--- config.mk ---
export PLATFORM = sky130hd
export DESIGN_NAME = bin2bcd_seq
export DESIGN_NICKNAME = d
export VERILOG_FILES = /design/src/rtl/bin2bcd_pkg.sv /design/src/rtl/bin2bcd_seq_dabble_digit.sv /design/src/rtl/bin2bcd_seq.sv
export SDC_FILE = /design/constraint.sdc
export NUM_CORES = 1
export LEC_CHECK = 0
export CORE_ASPECT_RATIO = 1.25
export CORE_MARGIN = 5
export CORE_UTILIZATION = 56
export CTS_CLUSTER_DIAMETER = 120
export CTS_CLUSTER_SIZE = 28
export DETAILED_ROUTE_END_ITERATION = 7
export GPL_TIMING_DRIVEN = 0
export PLACE_DENSITY = 0.9
export SKIP_LAST_GASP = 1
export SLEW_MARGIN = 20
export SYNTH_ARGS = -nofsm -noshare
export SYNTH_HDL_FRONTEND = slang
export SYNTH_SLANG_ARGS = --single-unit
--- constraint.sdc ---
create_clock -name clk -period 2.3 [get_ports clk]
set_input_delay 0.46 -clock clk [delete_from_list [all_inputs] [get_ports clk]]
set_output_delay 0.46 -clock clk [all_outputs]
set_load 0.1 [all_outputs]
--- src/rtl/bin2bcd_pkg.sv ---
// Shared types and constants for the sequential binary-to-BCD converter.
// Optional feature macro: BIN2BCD_SIGNED_EN (two's complement input).
package bin2bcd_pkg;

    typedef enum logic [1:0] {
        IDLE  = 2'd0,
        SHIFT = 2'd1,
        DONE  = 2'd2
    } state_e;

    typedef logic [3:0] bcd_digit_t;

    localparam bcd_digit_t ADD3_THRESH = 4'd5;
    localparam bcd_digit_t ADD3        = 4'd3;

    // Decimal digits needed to hold 2^bin_w - 1 without overflow.
    function automatic int min_digits(input int bin_w);
        longint unsigned v;
        int n;
        v = (64'd1 << bin_w) - 64'd1;
        n = 0;
        while (v != 0) begin
            v = v / 10;
            n = n + 1;
        end
        if (n == 0) n = 1;
        return n;
    endfunction

endpackage

--- src/rtl/bin2bcd_seq_dabble_digit.sv ---
// One double-dabble correction cell: adds 3 to a BCD digit that is 5 or more,
// so the following left shift carries correctly into the next digit.
module bcd_dabble_digit
    import bin2bcd_pkg::*;
(
    input  logic [3:0] din,
    output logic [3:0] dout
);

    // Pre-shift correction, purely combinational.
    always_comb begin
        dout = din;
        if (din >= ADD3_THRESH) begin
            dout = din + ADD3;
        end
    end

endmodule

--- src/rtl/bin2bcd_seq.sv ---
// Sequential shift-and-add-3 binary-to-BCD converter, one bit per clock,
// valid/ready on both sides. Optional macro BIN2BCD_SIGNED_EN: signed input.
module bin2bcd_seq
    import bin2bcd_pkg::*;
#(
    parameter int BIN_W  = 16,
    parameter int DIGITS = 5
) (
    input  logic                  clk,
    input  logic                  rst_n,
    input  logic                  in_valid,
    output logic                  in_ready,
    input  logic [BIN_W-1:0]      bin,
    output logic                  out_valid,
    input  logic                  out_ready,
    output logic [4*DIGITS-1:0]   bcd,
    output logic                  ovf,
    output logic                  sign
);

    localparam int BCD_W = 4 * DIGITS;
    localparam int CNT_W = (BIN_W > 2) ? $clog2(BIN_W) : 1;
    localparam logic OVF_POSSIBLE = (DIGITS < min_digits(BIN_W));

    if (BIN_W < 2 || BIN_W > 32) begin : g_bad_bin_w
        $error("bin2bcd_seq: BIN_W must be in 2..32");
    end
    if (DIGITS < 1 || DIGITS > 10) begin : g_bad_digits
        $error("bin2bcd_seq: DIGITS must be in 1..10");
    end

    state_e            state_q, state_d;
    logic [BIN_W-1:0]  shift_q, shift_d;
    logic [BCD_W-1:0]  dig_q, dig_d;
    logic [BCD_W-1:0]  adj;
    logic [BCD_W-1:0]  dig_nxt;
    logic [CNT_W-1:0]  cnt_q, cnt_d;
    logic              ovf_w_q, ovf_w_d;
    logic              ovf_nxt;
    logic [BCD_W-1:0]  bcd_q, bcd_d;
    logic              ovf_q, ovf_d;
    logic [BIN_W-1:0]  load_val;
    logic              accept;
    logic              last;

    for (genvar i = 0; i < DIGITS; i++) begin : g_dig
        bcd_dabble_digit u_dig (
            .din  (dig_q[4*i +: 4]),
            .dout (adj[4*i +: 4])
        );
    end

`ifdef BIN2BCD_SIGNED_EN
    logic sign_w_q, sign_w_d;
    logic sign_q, sign_d;

    // Magnitude of a two's complement input; the most negative value
    // maps onto 2^(BIN_W-1), which still fits BIN_W unsigned bits.
    assign load_val = bin[BIN_W-1] ? (~bin + BIN_W'(1)) : bin;
    assign sign     = sign_q;
`else
    assign load_val = bin;
    assign sign     = 1'b0;
`endif

    assign accept  = in_valid && in_ready;
    assign last    = (cnt_q == '0);
    assign dig_nxt = {adj[BCD_W-2:0], shift_q[BIN_W-1]};
    assign ovf_nxt = ovf_w_q | (adj[BCD_W-1] & OVF_POSSIBLE);

    // State register.
    always_ff @(posedge clk or negedge rst_n) begin
        if (!rst_n) begin
            state_q <= IDLE;
        end else begin
            state_q <= state_d;
        end
    end

    // Next-state logic.
    always_comb begin
        state_d = state_q;
        case (state_q)
            IDLE:    if (in_valid) state_d = SHIFT;
            SHIFT:   if (last) state_d = DONE;
            DONE:    if (out_ready) state_d = IDLE;
            default: state_d = IDLE;
        endcase
    end

    // Handshake outputs decoded from state.
    always_comb begin
        in_ready  = 1'b0;
        out_valid = 1'b0;
        case (state_q)
            IDLE:    in_ready = 1'b1;
            DONE:    out_valid = 1'b1;
            default: ;
        endcase
    end

    // Load on accept, one dabble step per SHIFT cycle, latch result at the end.
    always_comb begin
        shift_d = shift_q;
        dig_d   = dig_q;
        cnt_d   = cnt_q;
        ovf_w_d = ovf_w_q;
        bcd_d   = bcd_q;
        ovf_d   = ovf_q;
`ifdef BIN2BCD_SIGNED_EN
        sign_w_d = sign_w_q;
        sign_d   = sign_q;
`endif
        if (accept) begin
            shift_d = load_val;
            dig_d   = '0;
            ovf_w_d = 1'b0;
            cnt_d   = CNT_W'(BIN_W - 1);
`ifdef BIN2BCD_SIGNED_EN
            sign_w_d = bin[BIN_W-1];
`endif
        end else if (state_q == SHIFT) begin
            shift_d = {shift_q[BIN_W-2:0], 1'b0};
            dig_d   = dig_nxt;
            ovf_w_d = ovf_nxt;
            if (last) begin
                bcd_d = dig_nxt;
                ovf_d = ovf_nxt;
`ifdef BIN2BCD_SIGNED_EN
                sign_d = sign_w_q;
`endif
            end else begin
                cnt_d = cnt_q - CNT_W'(1);
            end
        end
    end

    // Datapath registers.
    always_ff @(posedge clk or negedge rst_n) begin
        if (!rst_n) begin
            shift_q <= '0;
            dig_q   <= '0;
            cnt_q   <= '0;
            ovf_w_q <= 1'b0;
            bcd_q   <= '0;
            ovf_q   <= 1'b0;
        end else begin
            shift_q <= shift_d;
            dig_q   <= dig_d;
            cnt_q   <= cnt_d;
            ovf_w_q <= ovf_w_d;
            bcd_q   <= bcd_d;
            ovf_q   <= ovf_d;
        end
    end

`ifdef BIN2BCD_SIGNED_EN
    // Sign travels with the conversion and is published with bcd.
    always_ff @(posedge clk or negedge rst_n) begin
        if (!rst_n) begin
            sign_w_q <= 1'b0;
            sign_q   <= 1'b0;
        end else begin
            sign_w_q <= sign_w_d;
            sign_q   <= sign_d;
        end
    end
`endif

    assign bcd = bcd_q;
    assign ovf = ovf_q;

endmodule

==> results.toml, run 1 <==
[status]
outcome = "finished clean"

[worst_setup_path]
crit_buf_inv = 1
cp_top_family = "buffers and inverters"
path_class = "reg -> out"
reg2reg_depth = 6
crit_fanout = 2
crit_required_ns = 1.84
rrSetupSlack_ns = 0.55
cp_data_arrival_time_ns = 1.58
r2r_start = "dig_q[0]$_DFFE_PN0P_"
slowest_delay_ns = 0.86
r2r_end = "bcd[2]$_DFFE_PN0P_"
slowest_stage = "dlygate4sd2_1"
crit_path_end_kind = "output pin"
start_kind = "flip-flop"
path_cells = "dlygate4sd2_1"

[route]
drt_iter0_markers = 172
num_vias = 2424
vias_per_cell = 5.677
totalWireLength_um = 6463
ant_nets = 0
wire_per_inst_um = 15.14
drc = 0
dr.pass1.iters = 4

[logic_synthesis]
synth_cell_type_count = 28
synth_area_mm2 = 0.002930
yosysSeqAreaShare_pct = 52.95
syn_inst = 306
yosys.area.top_type = "dfrtp_1"
syn_avg_cell_area_um2 = 9.576
synth_top_cell_area_share_pct = 52.95
yosys-top-cells-area = "dfrtp_1, nand2_1, o21ai_0"
yosys_warnings = 0
ys_ff_latch = 62

[sta]
period_needed_ns = 2.035
min_period_over_period_pct = 88.49
slew_headroom_pct = 35.45
setup_viol = 0
rsz0062_at_grt = "no"
hold_viol_final = 0
fmax_ghz = 0.4914
worst_pin_slew_ns = 0.9667
slew_violations = 0
skew_ns = 0.008845

[die]
core_mm2 = 0.005080
die_area_mm2 = 0.006788
io_pins = 44
die_w_um = 74.70
die_h_um = 90.88
initial_utilization_pct = 57.68
placementRows = 29

[clock_network]
clk-insertion-delay-late_ns = 0.35
cts_root_buffer = "clkbuf_8"
cts_made_buffers = 9
cts_tree = "built"
post_cts_resized = 15
numClockSinks = 62
path_clk_slew_ns = 0.07
post-cts-setup-buffers = 0
htreeDepth = 3
clockBufferDepth = 2
hold_buffers = 0

[global_routing]
grt_max_degree = 36
grt-ovfl-total = 0
grt_pass1_wl_um = 10970
antenna_found_initial = 0
grt.total_usage_pct = 21.31
grt_pass1_vias = 2424

[placed_design]
dpl.hpwl_um = 4561
dpl_cell_area_mm2 = 0.003442
portBuffers = 41
gp_congestion = 0.7726

[cells_and_area]
final_cell_mix = "dfrtp_1, nand2_1, o21ai_0"
fin_nets = 392
area_delta_synth_final_pct = 24.77
drive_gt1_share_pct = 9.315
design_area_mm2 = 0.003656
insertedDiodeCount = 0
final_common_cell = "dfrtp_1"

[hold_path]
hold_class = "in -> async"

[flow_run]
max_cap_viol_count = 0
-- sequential cells by signal (all words and copies together), names as in the netlist --
register	flops
shift_q	16
bcd	20
dig_q	20
state_q	2
cnt_q	4
-- routing by layer --
layer  track usage (%)  part of all wire (%)  wire (um)  up-vias
li1                  -                     -          -     1161
met1             25.97                    40       2555     1164
met2             35.12                    51       3319       88
met3             6.904                   7.3        474       11
met4             6.825                   1.8        114        0
met5                 0                     0          0        -
-- logic make-up (layout without fill, tap and decap cells) --
| family | after synthesis | after routing | synth area share [%] |
|---|---|---|---|
| AO/OA/AOI/OAI | 80 | 80 | 15.46 |
| XOR/XNOR | 6 | 6 | 1.793 |
| adder cells (fa/ha/maj) | 12 | 12 | 5.124 |
| buffers and inverters | 31 | 89 | 4.825 |
| flip-flops | 62 | 62 | 52.95 |
| multiplexers | 6 | 6 | 2.434 |
| other | 1 | 2 | 0.1280 |
| AND/OR/NAND/NOR | 108 | 108 | 17.29 |
-- area by class of cell --
class                           count  area [um^2]
Buffer                             18        92.59
Clock buffer                       10        137.6
Clock inverter                      6        85.08
Fill cell                         395         1424
Inverter                           13        48.80
Multi-Input combinational cell    214         1244
Sequential cell                    62         1551
Tap cell                           62        77.57
Timing Repair Buffer               42        419.2
-- worst max-delay path by stage --
stage                           endpoint  cells past startpoint  slack [ns]                   start
floorplan           dig_q[2]$_DFFE_PN0P_                      5        0.17  state_q[0]$_DFFE_PN0P_
global placement      bcd[6]$_DFFE_PN0P_                      1       -1.15                   rst_n
detailed placement             out_valid                      3        0.07  state_q[0]$_DFFE_PN0P_
CTS                            out_valid                      3       -0.04  state_q[0]$_DFFE_PN0P_
global route                      bcd[1]                      1        0.21      bcd[1]$_DFFE_PN0P_
finish                            bcd[0]                      1        0.26      bcd[0]$_DFFE_PN0P_
-- cells in the mapped netlist, drive strengths merged --
cell	instances
dfrtp	62
nand2	61
o21ai	45
nand3	19
a22oi	15
a21oi	14
inv	13
clkbuf	12
ha	12
nor3b	10
nand2b	8
buf	6
mux2	6
xnor2	6
nor3	5
nor2	2
o31ai	2
a21o	1
a311oi	1
a31oi	1
conb	1
nor2b	1
o211ai	1
or3	1
or4	1
-- through the flow --
step                cells  hold WS [ns]  setup slack [ns]  setup TNS (ns)  util, %
finish                427       0.02486            0.2648               0    71.97
global route          427       0.03388            0.2081               0    71.97
CTS                   427       0.02616          -0.04224        -0.04224    71.77
detailed placement    411        0.4047           0.07230               0    67.76
global placement      410        0.4610            -1.149          -71.14    67.41
floorplan             307        0.1644            0.1653               0        -
Power of run 1 is left out: the tool's default activity adds up to more than one toggle a clock period on the data nets, which glitch-free logic cannot reach.
==> run 2: changes to the inputs <==
- GPL_TIMING_DRIVEN: 0 -> not set
==> run 2 against run 1 <==
  * Final cell count fell by 3.5%
  * Highest routed layer unchanged
  * Non-clock buffer count fell by 15
  * Clock skew barely moved
  * Critical path type is now reg -> reg
  * Critical path depth rose by 2
==> results.toml, run 2 (synthesis results as in run 1) <==
[cells_and_area]
utilization_pct = 69.70
insertedDiodeCount = 0
final_common_cell = "dfrtp_1"
final_cell_mix = "dfrtp_1, nand2_1, o21ai_0"
area_delta_synth_final_pct = 20.84
design_area_mm2 = 0.003541
fin_nets = 377
drive_gt1_share_pct = 15.14

[sta]
skew_ns = 0.008464
setup_viol = 0
rsz0062_at_grt = "no"
period_needed_ns = 1.815
hold_ws_ns = 0.08689
fmax_ghz = 0.5509
worst_pin_slew_ns = 0.7473
slew_headroom_pct = 50.13
hold_viol_final = 0
fin_ws_ns = 0.4846
min_period_over_period_pct = 78.93
slew_violations = 0

[clock_network]
htreeDepth = 3
cts_made_buffers = 9
cts_tree = "built"
cts_root_buffer = "clkbuf_8"
hold_buffers = 0
numClockSinks = 62
post_cts_resized = 0
clk-insertion-delay-late_ns = 0.35
clockBufferDepth = 2
post-cts-setup-buffers = 0
path_clk_slew_ns = 0.07

[die]
die_w_um = 74.70
io_pins = 44
core_mm2 = 0.005080
die_area_mm2 = 0.006788
placementRows = 29
die_h_um = 90.88
initial_utilization_pct = 57.68

[flow_run]
max_cap_viol_count = 0

[route]
vias_per_cell = 5.563
ant_nets = 0
drt_iter0_markers = 145
num_vias = 2292
wire_per_inst_um = 14.54
dr.pass1.iters = 5
totalWireLength_um = 5990
drc = 0

[worst_setup_path]
path_class = "reg -> reg"
start_kind = "flip-flop"
crit_fanout = 40
reg2reg_depth = 3
crit_path_end_kind = "flip-flop"
cp_data_arrival_time_ns = 2.06
crit_required_ns = 2.54

[status]
outcome = "finished clean"

[placed_design]
gp_congestion = 0.7973
dpl_cell_area_mm2 = 0.003322
dpl.hpwl_um = 4134
portBuffers = 41
place_ws_ns = 0.2951

[global_routing]
antenna_found_initial = 0
grt_pass1_wl_um = 10090
grt_max_degree = 41
grt_pass1_vias = 2262
grt-ovfl-total = 0
grt.total_usage_pct = 19.39

[hold_path]
hold_class = "in -> async"
[run 2: changes by cell type in the layout (fill, tap and decap cells not counted), sizes merged]
cell          change
buf              +19
dlymetal6s2s      -7
bufinv            -1
clkinvlp          -2
dlygate4sd2      -13
clkbuf           -11
[run 2: final timing paths]
path	endpoint	slack, ns	from
max in group asynchronous	state_q[0]$_DFFE_PN0P_	1.64	rst_n
max reg2reg	bcd[0]$_DFFE_PN0P_	0.48	state_q[1]$_DFFE_PN0P_
min reg2reg	bcd[1]$_DFFE_PN0P_	0.48	bcd[1]$_DFFE_PN0P_
max	bcd[0]$_DFFE_PN0P_	0.48	state_q[1]$_DFFE_PN0P_
min	dig_q[14]$_DFFE_PN0P_	0.09	rst_n
min in group clk	bcd[1]$_DFFE_PN0P_	0.48	bcd[1]$_DFFE_PN0P_
[run 2: routing by layer]
metal / routed length, um / track usage (%) / up-vias / part of all wire (%)
li1: - / - / 1128 / -
met1: 2399 / 22.94 / 1095 / 40
met2: 3113 / 31.89 / 60 / 52
met3: 350 / 4.677 / 9 / 5.8
met4: 126 / 9.792 / 0 / 2.1
met5: 0 / 0 / - / 0
[run 2: area by class of cell]
class	instances	area (um^2)
tap	62	77.57
clock buffer	13	178.9
sequential	62	1551
inverter	13	48.80
clock inverter	3	40.04
multi-input combinational	214	1251
fill	387	1539
timing repair buffer	45	392.9
[run 2: worst max-delay path: stages, from the launching register on]
cell,delay [ns]
dfrtp_1,0.43
nand2b_1,0.31
or3_4,0.61
mux2_4,0.35
[run 2: per-stage QoR]
stage,setup TNS [ns],instances
after CTS,0,412
after detailed placement,0,396
after floorplan,0,307
final,0,412
after global routing,0,412
after global placement,-0.04951,396
Power of run 2 is left out for the same reason.
==> run 3: changes to the inputs <==
- CORE_UTILIZATION: 56 -> 48
- PLACE_DENSITY: 0.9 -> 0.83
- clock period: 2.3 -> 1.65 ns (I/O delays scaled with it)
==> run 3 against run 2 <==
  * Non-clock buffer count rose by 20
  * Global-route usage decreased by 1.4 points
  * Via count rose by 4.2%
  * Fmax grew 12%
  * Final cell count rose by 9.7%
  * Clock-buffer cell count down 1
  * First-iteration DRC count rose by 8.3%
  * Sequential share of layout area is 5.9 points lower
==> results.toml, run 3 (synthesis results as in run 1) <==
[worst_setup_path]
crit_fanout = 26
crit_path_end_kind = "flip-flop"
endpoint = "bcd[12]$_DFFE_PN0P_"
r2r_start = "cnt_q[0]$_DFFE_PN0P_"
path_class = "reg -> reg"
startpoint = "cnt_q[0]$_DFFE_PN0P_"
reg2reg_depth = 7
rrSetupSlack_ns = 0.03
r2r_end = "bcd[12]$_DFFE_PN0P_"
crit_required_ns = 1.86
cp_data_arrival_time_ns = 1.83
start_kind = "flip-flop"

[clock_network]
clk-insertion-delay-late_ns = 0.34
htreeDepth = 3
cts_made_buffers = 9
path_clk_slew_ns = 0.07
cts_tree = "built"
cts_root_buffer = "clkbuf_8"
clockBufferDepth = 2
numClockSinks = 62

[global_routing]
grt_pass1_wl_um = 11150
grt_max_degree = 63
antenna_found_initial = 0
grt-ovfl-total = 0
grt_pass1_vias = 2467
grt.total_usage_pct = 17.97

[route]
dr.pass1.iters = 4
wire_per_inst_um = 14.29
ant_nets = 0
drc = 0
totalWireLength_um = 6460
num_vias = 2389
drt_iter0_markers = 157
vias_per_cell = 5.285

[hold_path]
hold_class = "reg -> reg"
min_path_cells = 2

[cells_and_area]
area_delta_synth_final_pct = 39.80
final_cell_mix = "dfrtp_1, nand2_1, o21ai_0"
fin_nets = 397
insertedDiodeCount = 0
drive_gt1_share_pct = 22.70
final_common_cell = "dfrtp_1"
fillers = 413

[placed_design]
gp_congestion = 0.7956
portBuffers = 41
dpl.hpwl_um = 4482

[sta]
skew_ns = 0.006299
period_needed_ns = 1.618
setup_viol = 0
setup_tns_ns = 0
slew_violations = 0
fmax_ghz = 0.6180
min_period_over_period_pct = 98.07
hold_viol_final = 0
rsz0062_at_grt = "yes"

[die]
placementRows = 31
die_area_mm2 = 0.007777
die_w_um = 79.89
initial_utilization_pct = 50.03
die_h_um = 97.36
io_pins = 44
core_mm2 = 0.005857

[flow_run]
max_cap_viol_count = 0

[status]
outcome = "finished clean"
==> run 3: layout make-up <==
class	count	area, um^2	area share [%]
Sequential cell	62	1551	37.87
Multi-Input combinational cell	214	1325	32.35
Timing Repair Buffer	65	853.3	20.83
Clock buffer	12	145.1	3.543
Tap cell	82	102.6	2.505
Clock inverter	4	70.07	1.710
Inverter	13	48.80	1.191
==> run 3: layer usage <==
layer  GRT usage (%)  up-vias  share of wire, %
met5               0        -                 0
met4           5.332        0               1.8
met3           5.288       15               5.5
met2           29.97       73                52
met1           22.24     1132                41
li1                -     1169                 -
==> run 3: how the worst min path moves through the flow <==
stage                                 start                 endpoint  slack [ns]
floorplan                             rst_n       bcd[0]$_DFFE_PN0P_        0.03
global placement                      rst_n  shift_q[10]$_DFFE_PN0P_        0.36
detailed placement                    rst_n  shift_q[10]$_DFFE_PN0P_        0.36
CTS                 shift_q[13]$_DFFE_PN0P_  shift_q[13]$_DFFE_PN0P_        0.49
global route        shift_q[13]$_DFFE_PN0P_  shift_q[13]$_DFFE_PN0P_        0.52
finish               shift_q[8]$_DFFE_PN0P_   shift_q[8]$_DFFE_PN0P_        0.48
==> run 3: critical path, stage by stage, from the launching register on <==
cell,delay [ns]
dfrtp_1,0.39
inv_2,0.11
ha_4,0.16
nand2b_4,0.06
or3_4,0.43
buf_12,0.17
nand2_1,0.07
o21ai_0,0.09
==> run 3: what timing repair did <==
action	in CTS	in global routing
hold endpoints to repair	12	0
pin swaps	0	6
endpoints found under the setup margin	10	27
hold buffers	1	0
gates resized for setup	7	18
buffers inserted	0	5
==> run 3: per-stage QoR <==
stage	setup WS, ns	hold WS [ns]	cell area (um^2)	utilization (%)	cells
3_3_place_gp	0.02440	0.3588	3762	64.24	430
6_report	0.03180	0.4837	4096	69.94	452
3_5_place_dp	-0.06621	0.3644	3762	64.24	430
2_1_floorplan	0.02942	0.03441	2949	-	307
5_1_grt	-0.03339	0.5161	4096	69.94	452
4_1_cts	0.002503	0.4852	4003	68.34	447
Power of run 3 is left out for the same reason.
